===== src/rtl/imager_crop_pkg.sv =====
// Shared definitions for the imager crop stage: stream dtype codes (same
// values as the receiver's dtypes.v) and the crop state encodings.
// Optional statistics outputs are enabled with the IMAGER_CROP_STATS_EN macro.
package imager_crop_pkg;

    localparam int DTYPE_WIDTH = 4;

    localparam logic [DTYPE_WIDTH-1:0] DT_FRAME_START  = 4'd1;
    localparam logic [DTYPE_WIDTH-1:0] DT_FRAME_END    = 4'd2;
    localparam logic [DTYPE_WIDTH-1:0] DT_ROW_START    = 4'd3;
    localparam logic [DTYPE_WIDTH-1:0] DT_ROW_END      = 4'd4;
    localparam logic [DTYPE_WIDTH-1:0] DT_PIXEL        = 4'd5;
    localparam logic [DTYPE_WIDTH-1:0] DT_HEADER_START = 4'd6;
    localparam logic [DTYPE_WIDTH-1:0] DT_HEADER       = 4'd7;
    localparam logic [DTYPE_WIDTH-1:0] DT_HEADER_END   = 4'd8;

    typedef enum logic [1:0] {
        IMAGER_CROP_IDLE  = 2'd0,
        IMAGER_CROP_NOROW = 2'd1,
        IMAGER_CROP_INROW = 2'd2
    } crop_state_e;

    // True for the word types that only make sense inside a frame.
    function automatic logic dtype_is_row(input logic [DTYPE_WIDTH-1:0] dt);
        return (dt == DT_ROW_START) || (dt == DT_ROW_END) || (dt == DT_PIXEL);
    endfunction

endpackage


===== src/rtl/imager_crop_window.sv =====
// Shadow window registers plus the row/column keep compare.
// The end bounds are one bit wider than the counters so start+size never wraps.
module imager_crop_window #(
    parameter int DIM_WIDTH = 16
) (
    input  logic                 clk,
    input  logic                 resetb,
    input  logic                 i_load,
    input  logic [DIM_WIDTH-1:0] i_win_row,
    input  logic [DIM_WIDTH-1:0] i_win_col,
    input  logic [DIM_WIDTH-1:0] i_win_rows,
    input  logic [DIM_WIDTH-1:0] i_win_cols,
    input  logic [DIM_WIDTH-1:0] i_row_cnt,
    input  logic [DIM_WIDTH-1:0] i_col_cnt,
    output logic                 o_keep_row,
    output logic                 o_keep_px,
    output logic [DIM_WIDTH-1:0] o_r0
);

    logic [DIM_WIDTH-1:0] r_r0;
    logic [DIM_WIDTH-1:0] r_c0;
    logic [DIM_WIDTH:0]   r_r1;
    logic [DIM_WIDTH:0]   r_c1;

    // Capture the window once per frame so mid-frame config edits are ignored.
    always_ff @(posedge clk or negedge resetb) begin
        if (!resetb) begin
            r_r0 <= '0;
            r_c0 <= '0;
            r_r1 <= '0;
            r_c1 <= '0;
        end else if (i_load) begin
            r_r0 <= i_win_row;
            r_c0 <= i_win_col;
            r_r1 <= {1'b0, i_win_row} + {1'b0, i_win_rows};
            r_c1 <= {1'b0, i_win_col} + {1'b0, i_win_cols};
        end
    end

    assign o_keep_row = (i_row_cnt >= r_r0) && ({1'b0, i_row_cnt} < r_r1);
    assign o_keep_px  = o_keep_row && (i_col_cnt >= r_c0) && ({1'b0, i_col_cnt} < r_c1);
    assign o_r0       = r_r0;

endmodule


===== src/rtl/imager_crop.sv =====
// Crops the tagged pixel stream to a programmable window with one clock of
// latency. Framing and header words pass; out-of-window rows/pixels are
// dropped and kept row numbers are renumbered from zero.
// Define IMAGER_CROP_STATS_EN to add the out_rows/out_cols statistics outputs.
module imager_crop
    import imager_crop_pkg::*;
#(
    parameter int DATA_WIDTH = 16,
    parameter int DIM_WIDTH  = 16
) (
    input  logic                   clk,
    input  logic                   resetb,
    input  logic                   enable,
    input  logic [DIM_WIDTH-1:0]   win_row,
    input  logic [DIM_WIDTH-1:0]   win_col,
    input  logic [DIM_WIDTH-1:0]   win_rows,
    input  logic [DIM_WIDTH-1:0]   win_cols,
    input  logic                   dvi,
    input  logic [DTYPE_WIDTH-1:0] dtypei,
    input  logic [DATA_WIDTH-1:0]  datai,
`ifdef IMAGER_CROP_STATS_EN
    output logic [DIM_WIDTH-1:0]   out_rows,
    output logic [DIM_WIDTH-1:0]   out_cols,
`endif
    output logic                   dvo,
    output logic [DTYPE_WIDTH-1:0] dtypeo,
    output logic [DATA_WIDTH-1:0]  datao
);

    localparam logic [DIM_WIDTH-1:0] ONE_DIM = {{(DIM_WIDTH-1){1'b0}}, 1'b1};

    crop_state_e            r_state, w_state_nxt;
    logic [DIM_WIDTH-1:0]   r_row_cnt, w_row_nxt;
    logic [DIM_WIDTH-1:0]   r_col_cnt, w_col_nxt;
    logic                   r_en_s, w_en_nxt;
    logic                   r_dvo;
    logic [DTYPE_WIDTH-1:0] r_dtypeo;
    logic [DATA_WIDTH-1:0]  r_datao;
    logic                   w_load, w_pass;
    logic [DATA_WIDTH-1:0]  w_out_data, w_rel_data;
    logic [DIM_WIDTH-1:0]   w_col_eff, w_r0, w_row_rel;
    logic                   w_keep_row, w_keep_px;

    // A pixel arriving with no open row starts an implicit row at column 0.
    assign w_col_eff = (r_state == IMAGER_CROP_NOROW) ? '0 : r_col_cnt;
    assign w_row_rel = r_row_cnt - w_r0;

    generate
        if (DATA_WIDTH == DIM_WIDTH) begin : g_rel_eq
            assign w_rel_data = w_row_rel;
        end else if (DATA_WIDTH > DIM_WIDTH) begin : g_rel_ext
            assign w_rel_data = {{(DATA_WIDTH-DIM_WIDTH){1'b0}}, w_row_rel};
        end else begin : g_rel_trunc
            assign w_rel_data = w_row_rel[DATA_WIDTH-1:0];
        end
    endgenerate

    imager_crop_window #(.DIM_WIDTH(DIM_WIDTH)) u_window (
        .clk        (clk),
        .resetb     (resetb),
        .i_load     (w_load),
        .i_win_row  (win_row),
        .i_win_col  (win_col),
        .i_win_rows (win_rows),
        .i_win_cols (win_cols),
        .i_row_cnt  (r_row_cnt),
        .i_col_cnt  (w_col_eff),
        .o_keep_row (w_keep_row),
        .o_keep_px  (w_keep_px),
        .o_r0       (w_r0)
    );

    // Next-state, counter and pass/drop decision for the word on the input.
    always_comb begin
        w_state_nxt = r_state;
        w_row_nxt   = r_row_cnt;
        w_col_nxt   = r_col_cnt;
        w_en_nxt    = r_en_s;
        w_load      = 1'b0;
        w_pass      = 1'b0;
        w_out_data  = datai;
        if (!dvi) begin
            w_pass = 1'b0;
        end else if ((r_state == IMAGER_CROP_IDLE) && dtype_is_row(dtypei)) begin
            w_pass = 1'b0;
        end else begin
            case (dtypei)
                DT_FRAME_START: begin
                    w_pass      = 1'b1;
                    w_load      = 1'b1;
                    w_en_nxt    = enable;
                    w_state_nxt = IMAGER_CROP_NOROW;
                    w_row_nxt   = '0;
                    w_col_nxt   = '0;
                end
                DT_FRAME_END: begin
                    w_pass      = 1'b1;
                    w_state_nxt = IMAGER_CROP_IDLE;
                end
                DT_ROW_START: begin
                    w_state_nxt = IMAGER_CROP_INROW;
                    w_col_nxt   = '0;
                    if (!r_en_s) begin
                        w_pass = 1'b1;
                    end else if (w_keep_row) begin
                        w_pass     = 1'b1;
                        w_out_data = w_rel_data;
                    end else begin
                        w_pass = 1'b0;
                    end
                end
                DT_PIXEL: begin
                    w_state_nxt = IMAGER_CROP_INROW;
                    w_col_nxt   = (&w_col_eff) ? w_col_eff : (w_col_eff + ONE_DIM);
                    w_pass      = !r_en_s || w_keep_px;
                end
                DT_ROW_END: begin
                    if (r_state == IMAGER_CROP_INROW) begin
                        w_pass      = !r_en_s || w_keep_row;
                        w_row_nxt   = (&r_row_cnt) ? r_row_cnt : (r_row_cnt + ONE_DIM);
                        w_state_nxt = IMAGER_CROP_NOROW;
                    end else begin
                        w_pass = 1'b0;
                    end
                end
                DT_HEADER_START, DT_HEADER, DT_HEADER_END: begin
                    w_pass = 1'b1;
                end
                default: begin
                    w_pass = 1'b1;
                end
            endcase
        end
    end

    // State, counters, enable shadow and the registered output word.
    always_ff @(posedge clk or negedge resetb) begin
        if (!resetb) begin
            r_state   <= IMAGER_CROP_IDLE;
            r_row_cnt <= '0;
            r_col_cnt <= '0;
            r_en_s    <= 1'b0;
            r_dvo     <= 1'b0;
            r_dtypeo  <= '0;
            r_datao   <= '0;
        end else begin
            r_state   <= w_state_nxt;
            r_row_cnt <= w_row_nxt;
            r_col_cnt <= w_col_nxt;
            r_en_s    <= w_en_nxt;
            r_dvo     <= w_pass;
            r_dtypeo  <= w_pass ? dtypei : '0;
            r_datao   <= w_pass ? w_out_data : '0;
        end
    end

    assign dvo    = r_dvo;
    assign dtypeo = r_dtypeo;
    assign datao  = r_datao;

`ifdef IMAGER_CROP_STATS_EN
    logic [DIM_WIDTH-1:0] r_kept_rows, r_cur_cols, r_out_rows, r_out_cols;
    logic                 w_row_open, w_kept_px;

    assign w_row_open = dvi && (r_state != IMAGER_CROP_IDLE) && (!r_en_s || w_keep_row) &&
                        ((dtypei == DT_ROW_START) ||
                         ((dtypei == DT_PIXEL) && (r_state == IMAGER_CROP_NOROW)));
    assign w_kept_px  = dvi && (dtypei == DT_PIXEL) && w_pass;

    // Per-frame kept-row count and kept-pixel count of the latest kept row,
    // published when FRAME_END goes out.
    always_ff @(posedge clk or negedge resetb) begin
        if (!resetb) begin
            r_kept_rows <= '0;
            r_cur_cols  <= '0;
            r_out_rows  <= '0;
            r_out_cols  <= '0;
        end else if (dvi && (dtypei == DT_FRAME_START)) begin
            r_kept_rows <= '0;
            r_cur_cols  <= '0;
        end else if (dvi && (dtypei == DT_FRAME_END)) begin
            r_out_rows <= r_kept_rows;
            r_out_cols <= r_cur_cols;
        end else begin
            if (w_row_open) begin
                r_kept_rows <= (&r_kept_rows) ? r_kept_rows : (r_kept_rows + ONE_DIM);
                r_cur_cols  <= w_kept_px ? ONE_DIM : '0;
            end else if (w_kept_px) begin
                r_cur_cols  <= (&r_cur_cols) ? r_cur_cols : (r_cur_cols + ONE_DIM);
            end
        end
    end

    assign out_rows = r_out_rows;
    assign out_cols = r_out_cols;
`endif

endmodule


===== config.mk =====
export PLATFORM = sky130hd
export DESIGN_NAME = imager_crop
export DESIGN_NICKNAME = d
export VERILOG_FILES = /design/src/rtl/imager_crop_pkg.sv /design/src/rtl/imager_crop_window.sv /design/src/rtl/imager_crop.sv
export SDC_FILE = /design/constraint.sdc
export NUM_CORES = 1
export LEC_CHECK = 0
export ABC_AREA = 1
export CAP_MARGIN = 20
export CORE_MARGIN = 3
export CORE_UTILIZATION = 45
export DETAILED_ROUTE_END_ITERATION = 10
export PLACE_DENSITY = 0.66
export SYNTH_ARGS = -nofsm -noshare
export SYNTH_HDL_FRONTEND = slang
export SYNTH_HIERARCHICAL = 1
export SYNTH_SLANG_ARGS = --single-unit

===== constraint.sdc =====
create_clock -name clk -period 2.8 [get_ports clk]
set_input_delay 0.56 -clock clk [delete_from_list [all_inputs] [get_ports clk]]
set_output_delay 0.56 -clock clk [all_outputs]
set_load 0.005 [all_outputs]

==> results_dict.tcl <==
set metrics [dict create \
    dieArea_mm2 0.02466 \
    cts_num_sinks 122 \
    power.net_switching_uw 2098 \
    max_freq_mhz 385.9 \
    clk_transition_reported_paths_ns 0.06 \
    worstPathArrival_ns 2.90 \
    route.detailed.drc 0 \
    finalClockSkew_ns 0.01472 \
    synth.distinct_cells 48 \
    syn_avg_cell_area_um2 6.998 \
    regToRegEndpoint "datao[5]$_DFF_PN0_" \
    setup_violations 0 \
    combinationalPowerShare_pct 30.0 \
    totalPowerFinal_uw 6145 \
    initial_core_util_pct 46.47 \
    critical_path_class "reg -> reg" \
    dr.first_iter.drc_count 626 \
    vias_in_the_first_global_route 9122 \
    antenna_violations_before_repair 0 \
    ys_dominant_reg_cell "sky130_fd_sc_hd__dfrtp_1" \
    remaining_overflow_grt 0 \
    layout-drive-gt1-share_pct 10.89 \
    post-synth-top-area-fraction_pct 29.74 \
    report.final.slew_viol_count 0 \
    worstPathCellList "inv_2 -> nor2_4 -> buf_12 -> nor2_4 -> buf_4 -> ha_1 -> nand4_1 -> nor2_1 -> o2111ai_1 -> nand3_1 -> nor2_2 -> o21ai_2 -> nand3_2 -> buf_6 -> o211ai_1 -> nor2_1" \
    combined_area_of_all_synthesized_cells_mm2 0.01027 \
    critPathCaptureType "register" \
    clk_latency_ns 0.43 \
    top_level_ports 109 \
    syn-num-nets 1670 \
    regToRegStartpoint "r_state[0]$_DFFE_PN0P_" \
    synth_enable_flop_cells 0 \
    postSynthRegisterBits 122 \
    global_route_wire_length_before_repair_um 44520 \
    setup-tns-final_ns 0 \
    worst_ep_required_time_ns 3.11 \
    hold_viol_final 0 \
    overall_routing_resource_usage_pct 22.09 \
    fin_crit_ns 2.591 \
    ant_nets 0 \
    route.detailed.wl_per_inst_um 14.00 \
    fp-row-count 54 \
    finalHoldWorstSlack_ns 0.1243 \
    wire_length_reported_by_the_detailed_router_um 26680 \
    area.growth.synth_to_final_pct 22.00 \
    drt_pass1_iterations 5 \
    antenna_cells_inserted 0 \
    cp-start-kind "register" \
    post_synth_inst_count 1467 \
    clockRootBuffer "sky130_fd_sc_hd__clkbuf_16" \
    chipWidth_um 157.0 \
    cts-buffers-inserted 17 \
    cap_viol_max_count 0 \
    internal_power_uw 4048 \
    netSwitchingFraction_pct 34.13 \
    worst-path-max-fanout 10 \
    critPathBufInv 4 \
    post-route-period-util_pct 92.54 \
    design.final.nets 1816 \
    yosys.area.top_type "sky130_fd_sc_hd__dfrtp_1" \
    vdd_ir_drop_max_v 0.0003391 \
    routed_via_density 5.039 \
    cp_top_family "simple AND/OR/NAND/NOR gates" \
    deepest_clock_path_buffer_count 2 \
    place.port_buffers 108 \
    cellLeakagePower_uw 0.006456 \
    timing.critical_path.slowest_stage_cell "sky130_fd_sc_hd__dfrtp_1" \
    slowest_delay_ns 0.41 \
    vias 9604 \
    pin_count_of_the_biggest_net_entering_global_routing 99 \
    max-slew-margin-rel_pct 59.89 \
    htree_num_levels 4 \
    power_frac_clock_pct 34.6 \
    dp.final_hpwl_um 20990 \
    synth.top_cells.by_area "sky130_fd_sc_hd__dfrtp_1, sky130_fd_sc_hd__nand2_1, sky130_fd_sc_hd__ha_1" \
    synth_most_common_cell "sky130_fd_sc_hd__nand2_1" \
    cts_tree "done" \
    yosys-top-cells-count "sky130_fd_sc_hd__nand2_1, sky130_fd_sc_hd__inv_1, sky130_fd_sc_hd__nor2_1, sky130_fd_sc_hd__dfrtp_1, sky130_fd_sc_hd__ha_1" \
    yosys_warnings 6 \
    p_seq_share_pct 35.4 \
    finalWeightedCongestion 0.9075 \
    async_flop_share_pct 100.0 \
    core_region_area_mm2 0.02209 \
    reg2reg_slack_ns 0.21 \
    synth_seq_area_share_pct 29.74 \
    holdCritPathClass "in -> async" \
    run_status "complete, no violations" \
    tightest_slew_ns 0.6016 \
    chip_height_um 157.0 \
    worst_r2r_path_depth 16 \
    power-per-cell-area_mw_per_mm2 490.7 \
]
-- sequential cells by signal, indices dropped and copies added, names as in the netlist --
signal and count:
r_state 2, r_col_cnt 16, u_window/r_c1 17, dtypeo 4
u_window/r_r1 17, r_row_cnt 16, u_window/r_c0 16, dvo 1
r_en_s 1, datao 16, u_window/o_r0 16
-- worst max-delay path by stage --
stage,start,endpoint,depth (start not counted)
2_1_floorplan,r_state[0]$_DFFE_PN0P_,datao[2]$_DFF_PN0_,17
4_1_cts,r_state[0]$_DFFE_PN0P_,datao[15]$_DFF_PN0_,18
6_report,r_state[0]$_DFFE_PN0P_,datao[5]$_DFF_PN0_,16
5_1_grt,r_state[0]$_DFFE_PN0P_,datao[15]$_DFF_PN0_,18
3_3_place_gp,r_state[0]$_DFFE_PN0P_,datao[15]$_DFF_PN0_,18
3_5_place_dp,r_state[0]$_DFFE_PN0P_,datao[15]$_DFF_PN0_,18
-- placed cells by master (no fill, tap or decap), drive strengths merged, types with 2 or more instances in the layout --
master | Yosys | final
a22oi | 2 | 2
clkdlybuf4s50 | 0 | 107
nand4 | 15 | 15
or2 | 5 | 5
clkinvlp | 0 | 6
o21bai | 4 | 4
ha | 112 | 112
o31ai | 2 | 2
a21o | 5 | 5
xnor2 | 9 | 9
fa | 3 | 3
clkinv | 4 | 8
and2 | 2 | 2
o211ai | 6 | 6
dfrtp | 122 | 122
nor3 | 8 | 8
buf | 13 | 42
nand3b | 14 | 14
nor2 | 147 | 147
xor2 | 15 | 15
o21ai | 95 | 95
nand2 | 447 | 447
inv | 220 | 222
clkbuf | 9 | 19
o21a | 3 | 3
o22ai | 5 | 5
nand3 | 120 | 120
a21oi | 76 | 76
-- power by group through the flow --
stage,clock network [uW],logic [uW],registers [uW]
after CTS,2160,1830,2170
after global placement,0,1770,2190
after floorplan,0,1200,2170
final,2130,1850,2170
after detailed placement,0,1810,2200
after global routing,2250,2110,2210
-- layer usage --
metal	share of wire [%]	wire (um)	up-vias	GRT usage (%)
li1	-	-	5005	-
met5	0	0	-	0
met1	52	13860	4354	33.62
met4	1.3	337	0	5.785
met2	43	11480	223	33.18
met3	3.8	1004	22	2.722
-- area by class of cell --
cell class / instances / area [um^2]
fill: 2115 / 9569
sequential: 122 / 3054
tap: 280 / 350.3
timing repair buffer: 149 / 1428
inverter: 224 / 847.1
clock inverter: 13 / 120.1
clock buffer: 19 / 452.9
multi-input combinational: 1099 / 6272
-- through the flow --
stage                     utilization [%]  std cells  instance area, um^2  worst slack [ns]
after floorplan                         -       1467                10270            0.3914
after global placement              53.74       1871                11870            0.1302
after detailed placement            53.74       1871                11870           0.04230
after CTS                           56.33       1903                12450           0.03158
after global routing                56.69       1906                12520          -0.01458
final                               56.69       1906                12520            0.2089
-- what timing repair did --
item	in CTS	in global routing
gates resized for setup	0	18
endpoints found under the setup margin	0	21
hold buffers	0	0
buffers inserted	0	3
-- logic make-up (layout without fill, tap and decap cells) --
kind of cell             count (synthesis)  count (layout)  synth area share (%)
AND/OR/NAND/NOR                        759             759                 33.31
buffers and inverters                  246             405                 9.665
AO/OA/AOI/OAI                          201             201                 11.01
flip-flops                             122             122                 29.74
adder cells (fa/ha/maj)                115             115                 14.24
XOR/XNOR                                24              24                 2.048
No activity file was read; power rests on OpenSTA's default activity.
